--- config.mk ---
export PLATFORM = sky130hd
export DESIGN_NAME = barrido_teclado
export DESIGN_NICKNAME = d
export VERILOG_FILES = /design/src/rtl/barrido_teclado.sv
export SDC_FILE = /design/constraint.sdc
export NUM_CORES = 1
export LEC_CHECK = 0
export ABC_AREA = 1
export CORE_ASPECT_RATIO = 1.2
export CORE_MARGIN = 10
export CORE_UTILIZATION = 33
export CTS_CLUSTER_SIZE = 40
export DETAILED_ROUTE_END_ITERATION = 8
export GPL_TIMING_DRIVEN = 0
export PLACE_DENSITY = 0.52
export SYNTH_ARGS = -nofsm -noshare
export SYNTH_HDL_FRONTEND = slang
export SYNTH_SLANG_ARGS = --single-unit
--- constraint.sdc ---
create_clock -name clk -period 4.8 [get_ports clk]
set_clock_uncertainty 0.2 [all_clocks]
set_input_delay 0.96 -clock clk [delete_from_list [all_inputs] [get_ports clk]]
set_output_delay 0.96 -clock clk [all_outputs]
set_load 0.01 [all_outputs]
--- src/rtl/barrido_teclado.sv ---
// Keypad matrix scanner: rotating column strobe, row synchronizer, press/release
// debounce, and a single-entry valid/ready key output register.
module barrido_teclado #(
  parameter int   ROWS       = 4,
  parameter int   COLS       = 4,
  parameter int   WAIT_TIME  = 10,
  parameter int   DEBOUNCE   = 4,
  parameter logic ACTIVE_LOW = 1'b1,
  parameter int   CODE_W     = $clog2(ROWS*COLS)
) (
  input  logic              clk,
  input  logic              rst,
  input  logic [ROWS-1:0]   row,
  output logic [COLS-1:0]   col,
  output logic [CODE_W-1:0] key_code,
  output logic              key_valid,
  input  logic              key_ready,
  output logic              overrun,
  output logic [1:0]        dbg_state
);

  localparam int RW = (ROWS > 1) ? $clog2(ROWS) : 1;
  localparam int CW = (COLS > 1) ? $clog2(COLS) : 1;
  localparam int TW = (WAIT_TIME > 0) ? $clog2(WAIT_TIME + 1) : 1;
  localparam int DW = $clog2(DEBOUNCE + 1);

  // Handshake: key_code/key_valid form one output slot; a key transfers on any
  // cycle where key_valid && key_ready. key_code is held while valid and unaccepted.

  typedef enum logic [1:0] {
    SCAN    = 2'd0,
    PRESS   = 2'd1,
    RELEASE = 2'd2
  } state_t;

  state_t            state_q;
  logic [ROWS-1:0]   row_s1_q, row_s2_q;
  logic [TW-1:0]     cnt_q;
  logic [COLS-1:0]   col_reg_q;
  logic [CW-1:0]     ci_q;
  logic [RW-1:0]     r_q;
  logic [DW-1:0]     deb_q, rel_q;
  logic [CODE_W-1:0] key_code_q;
  logic              key_valid_q, overrun_q;

  logic [ROWS-1:0]   rs;
  logic [RW-1:0]     r_low_d;
  logic              sample, row_hit, rotate_d, confirm_d, released_d;
  logic [CODE_W-1:0] code_d;

  always_comb begin
    rs         = row_s2_q ^ {ROWS{ACTIVE_LOW}};
    sample     = (cnt_q == TW'(WAIT_TIME));
    row_hit    = rs[r_q];
    confirm_d  = sample && (state_q == PRESS) && row_hit && (deb_q == DW'(DEBOUNCE - 1));
    released_d = sample && (state_q == RELEASE) && !row_hit && (rel_q == DW'(DEBOUNCE - 1));
    rotate_d   = (sample && (state_q == SCAN) && (rs == '0)) ||
                 (sample && (state_q == PRESS) && !row_hit) || released_d;
    code_d     = CODE_W'(r_q) * CODE_W'(COLS) + CODE_W'(ci_q);
    // Descending walk so the lowest-index active row wins.
    r_low_d    = '0;
    for (int i = ROWS - 1; i >= 0; i--) begin
      if (rs[i]) r_low_d = RW'(i);
    end
  end

  always_ff @(posedge clk) begin
    if (rst) begin
      state_q     <= SCAN;
      row_s1_q    <= {ROWS{ACTIVE_LOW}};
      row_s2_q    <= {ROWS{ACTIVE_LOW}};
      cnt_q       <= '0;
      col_reg_q   <= COLS'(1);
      ci_q        <= '0;
      r_q         <= '0;
      deb_q       <= '0;
      rel_q       <= '0;
      key_code_q  <= '0;
      key_valid_q <= 1'b0;
      overrun_q   <= 1'b0;
    end else begin
      row_s1_q  <= row;
      row_s2_q  <= row_s1_q;
      overrun_q <= 1'b0;
      cnt_q     <= sample ? '0 : cnt_q + TW'(1);

      if (key_valid_q && key_ready) key_valid_q <= 1'b0;

      if (rotate_d) begin
        col_reg_q <= {col_reg_q[COLS-2:0], col_reg_q[COLS-1]};
        ci_q      <= (ci_q == CW'(COLS - 1)) ? '0 : ci_q + CW'(1);
      end

      unique case (state_q)
        SCAN: begin
          if (sample && (rs != '0)) begin
            r_q     <= r_low_d;
            deb_q   <= '0;
            state_q <= PRESS;
          end
        end
        PRESS: begin
          if (sample) begin
            if (!row_hit) begin
              state_q <= SCAN;
            end else if (confirm_d) begin
              rel_q   <= '0;
              state_q <= RELEASE;
            end else begin
              deb_q <= deb_q + DW'(1);
            end
          end
        end
        RELEASE: begin
          if (sample) begin
            if (row_hit)         rel_q <= '0;
            else if (released_d) begin
              rel_q   <= '0;
              state_q <= SCAN;
            end else             rel_q <= rel_q + DW'(1);
          end
        end
        default: state_q <= SCAN;
      endcase

      // A commit overrides the accept-clear above; a full slot drops the key.
      if (confirm_d) begin
        if (!key_valid_q || key_ready) begin
          key_code_q  <= code_d;
          key_valid_q <= 1'b1;
        end else begin
          overrun_q <= 1'b1;
        end
      end
    end
  end

  assign col       = col_reg_q ^ {COLS{ACTIVE_LOW}};
  assign key_code  = key_code_q;
  assign key_valid = key_valid_q;
  assign overrun   = overrun_q;
  assign dbg_state = state_q;

endmodule

# After elaboration in Yosys (flattened, before gate mapping)
# Cells that the tools add are included.
# op_classes
n_addsub,5
order_cmp,1
n_eq_ne,15
mux,31
bitwise,3
n_reduce_logical,28
# op_table
operator,count
two-way mux 3 bit,10
two-way mux 2 bit,12
"inequality test 2 bit, second input constant",7
case mux 3 bit (2 select lines),2
logical AND 1 bit,11
AND reduction 5 bit,2
inverter 4 bit,2
"adder 3 x 1 -> 3 bit, second input constant",2
"== test 3 x 2 -> 1 bit, second input constant",2
case mux 2 bit (3 select lines),1
AND reduction 6 bit,1
two-way mux 1 bit,5
"adder 4 x 1 -> 4 bit, second input constant",1
adder 4 x 2 -> 4 bit,1
"== test 2 bit, second input constant",2
"== test 4 bit, second input constant",1
logical NOT 4 bit,1
AND reduction 2 bit,2
nonzero test 2 bit,2
nonzero test 4 bit,1
OR reduction 2 bit,2
logical OR 1 bit,3
"< comparator 2 x 3 -> 1 bit, second input constant",1
"inequality test 3 bit, second input constant",1
7 further kinds,8
# word_totals
regBits,34

# Logic depth before layout (Yosys ltp)
# depth
depth_word,10
depth_mapped,10

# Worst setup path after synthesis
# Ideal clock, no wire load.
# synth_timing
path_type,input to register
startpoint,input rst
endpoint,register col_reg_q[0]
setup_ns,0.130
arrival_time_ns,1.442
t_required_ns,4.470
setup_slack_ns,3.028
stages,3
path_cell_list,inv_1 -> clkbuf_1 -> nand3_1
# synth_rtl
item,line,text
from (decl),12,"input logic rst,"
to (signal assigned),90,"col_reg_q <= {col_reg_q[COLS-2:0], col_reg_q[COLS-1]};"
to (decl),39,logic [COLS-1:0] col_reg_q;
# No word-level cell between the ends.

# Worst setup path after layout
# layout_timing
startpoint,"register state_q[1], in the netlist dbg_state[1]"
endpoint,output dbg_state[1]
# layout_rtl
item,line,text
from (decl),36,state_t state_q;
from (signal assigned),69,state_q <= SCAN;
from (signal assigned),99,state_q <= PRESS;
from (signal assigned),105,state_q <= SCAN;
to (decl),19,output logic [1:0] dbg_state
# No word-level cell between the ends.

==> impl_metrics.tcl <==
set metrics [dict create \
    outcome "completed" \
    r2r_end "col_reg_q[0]" \
    r2r_slack_ns 2.96 \
    pin_count 19 \
    period_share 0.515 \
    cp_top_family "buffers and inverters" \
    cts.sinks 34 \
    fp.dieH_um 95.4 \
    power_density_mw_per_mm2 292 \
    core_area_mm2 0.00459 \
    crit_arrival_ns 1.31 \
    wirelength_um 3190 \
    min-delay-start "row_s1_q[3]" \
    htree_num_levels 2 \
    ir_drop_mv 0.130 \
    final.setup.tns_ns 0 \
    path_clk_slew_ns 0.07 \
    cp_num_buf_inv 1 \
    seq_area_frac_synth 0.435 \
    num_vias 1300 \
    max_cap_violations 0 \
    synth-seq-cells 34 \
    rsz0062_at_grt "false" \
    ant_nets 0 \
    min_to "row_s2_q[3]" \
    clk_latency_ns 0.28 \
    yosysTopAreaCellShare 0.435 \
    period_needed_ns 2.47 \
    synth_cell_types 20 \
    synthesis.area_mm2 0.00157 \
    crit_type "reg -> out" \
    synthTopCellsByArea "dfxtp_1, nand2_1, nor2_1" \
    cp.required_ns 3.64 \
    post_cts_buffers 0 \
    ys_async_sr_fraction 0 \
    io_buffer_count 18 \
    netlist_top_cells_count "nand2_1, nor2_1, dfxtp_1" \
    stdcell_count 300 \
    cts_buffer_depth 2 \
    drive_above_1_share 0.161 \
    r2r_start "cnt_q[0]" \
    first_global_vias 1242 \
    grt_max_degree 11 \
    crit_path_max_fanout 6 \
    antenna_found_initial 0 \
    final-seq-area_um2 681 \
    cts_root_buffer "clkbuf_8" \
    fmax_ghz 0.404 \
    track_usage 0.0849 \
    placed_cells 292 \
    hold_class "reg -> reg" \
    dpl.hpwl_um 2420 \
    syn_nets 229 \
    synth_edf_count 0 \
    worst_pin_slew_ns 0.435 \
    synth_most_common_cell "nand2_1" \
    rr_worst_depth 9 \
    cts_resized 0 \
    ys.warnings.count 0 \
    finalSetupViolCount 0 \
    grt.overflow.total 0 \
    synth_ff_type "dfxtp_1" \
    worst_setup_path_end_kind "output pin" \
    die_w_um 82.9 \
    place_congestion 0.808 \
    fillers 515 \
    die_area_mm2 0.00791 \
    grt_pass1_wl_um 5570 \
    synthCells 216 \
    diodes 0 \
    row_count 27 \
    crit_slowest_cell "clkdlybuf4s50_1" \
    slew_headroom 0.710 \
    initial_core_util 0.341 \
    drc_errors 0 \
    whs_path_depth 1 \
    fin_nets 254 \
    cts_buffers 5 \
    cp_cell_sequence "clkdlybuf4s50_1" \
    drtPass1Iterations 4 \
    hold_buffers 0 \
    critPathMaxStageDelay_ns 0.58 \
    multiInputGateArea_um2 779 \
    synth.largest_area_cell "dfxtp_1" \
    wire_per_inst_um 10.6 \
    syn2layout_area_growth_pct 23.2 \
    drv_slew 0 \
    cp-start-kind "flop" \
    p_leak_nw 0.842 \
    cts_tree "built" \
    drt-initial-drc-count 78 \
    final-hold-violation-count 0 \
    avgSynthCellArea_um2 7.25 \
    viasPerCell 4.33 \
]
==> registers in the layout, summed over array words and instances (netlist names), 3 cells and up <==
name and cells:
row_s2_q 4, cnt_q 4, key_code 4, deb_q 3, row_s1_q 4, col_reg_q 4, rel_q 3
==> routing by layer <==
metal | part of all wire | track usage
met1 | 0.47 | 0.0965
met3 | 0.053 | 0.0265
met4 | 0.022 | 0.0483
met5 | 0 | 0
met2 | 0.45 | 0.139
==> cells in the final DEF (no fill, tap or decap), types with 2 or more instances in the layout <==
cell type / Yosys / routed
nand2_1: 43 / 43
nor2_1: 37 / 37
dfxtp_1: 34 / 34
inv_1: 22 / 22
clkdlybuf4s50_1: 0 / 18
nand3_1: 12 / 12
a21oi_1: 12 / 12
or2_2: 11 / 11
nand2_2: 10 / 10
clkbuf_8: 0 / 8
o21ai_0: 7 / 7
nand4_1: 6 / 6
ha_1: 6 / 6
inv_2: 4 / 4
nor2_2: 3 / 3
clkbuf_1: 2 / 2
nor2_4: 2 / 2
==> through the flow <==
| stage | utilization | setup slack, ns | area, um2 | hold WS [ns] | power, mW |
|---|---|---|---|---|---|
| 5_1_grt | 0.420 | 2.26 | 1930 | 0.229 | 0.590 |
| 3_3_place_gp | 0.396 | 2.19 | 1820 | 0.192 | 0.322 |
| 2_1_floorplan | - | 3.03 | 1570 | 0.189 | 0.312 |
| 6_report | 0.420 | 2.33 | 1930 | 0.208 | 0.562 |
| 4_1_cts | 0.420 | 2.31 | 1930 | 0.208 | 0.569 |
| 3_5_place_dp | 0.396 | 2.21 | 1820 | 0.195 | 0.322 |
==> worst max-delay path by stage <==
stage	startpoint	end	slack, ns	cells past startpoint
global route	dbg_state[1]	dbg_state[1]	2.26	1
global placement	rst	col_reg_q[2]	2.19	5
floorplan	rst	col_reg_q[0]	3.03	3
finish	dbg_state[1]	dbg_state[1]	2.33	1
detailed placement	rst	col_reg_q[2]	2.21	5
CTS	dbg_state[1]	dbg_state[1]	2.31	1
==> where the power goes <==
part	internal, mW	switching [mW]
sequential	0.287	0.00320
clock	0.145	0.102
combinational	0.0115	0.0129
==> cells by family (layout without fill, tap and decap cells) <==
group           count (synthesis)  after routing  share of synthesized area
flops                          34             34                      0.435
xor+xnor                        1              1                    0.00560
buf+inv                        28             54                     0.0671
simple gates                  127            127                      0.379
fa+ha+maj                       6              6                     0.0480
compound gates                 20             20                     0.0655
==> area by class of cell <==
class	instances	area share
plain buffers	2	0.00389
clock buffers	8	0.0571
inverters	26	0.0506
multi-input cells	154	0.404
flip-flops and latches	34	0.353
well taps	58	0.0376
repair buffers	18	0.0934
No activity file was read; power rests on OpenSTA's default activity.
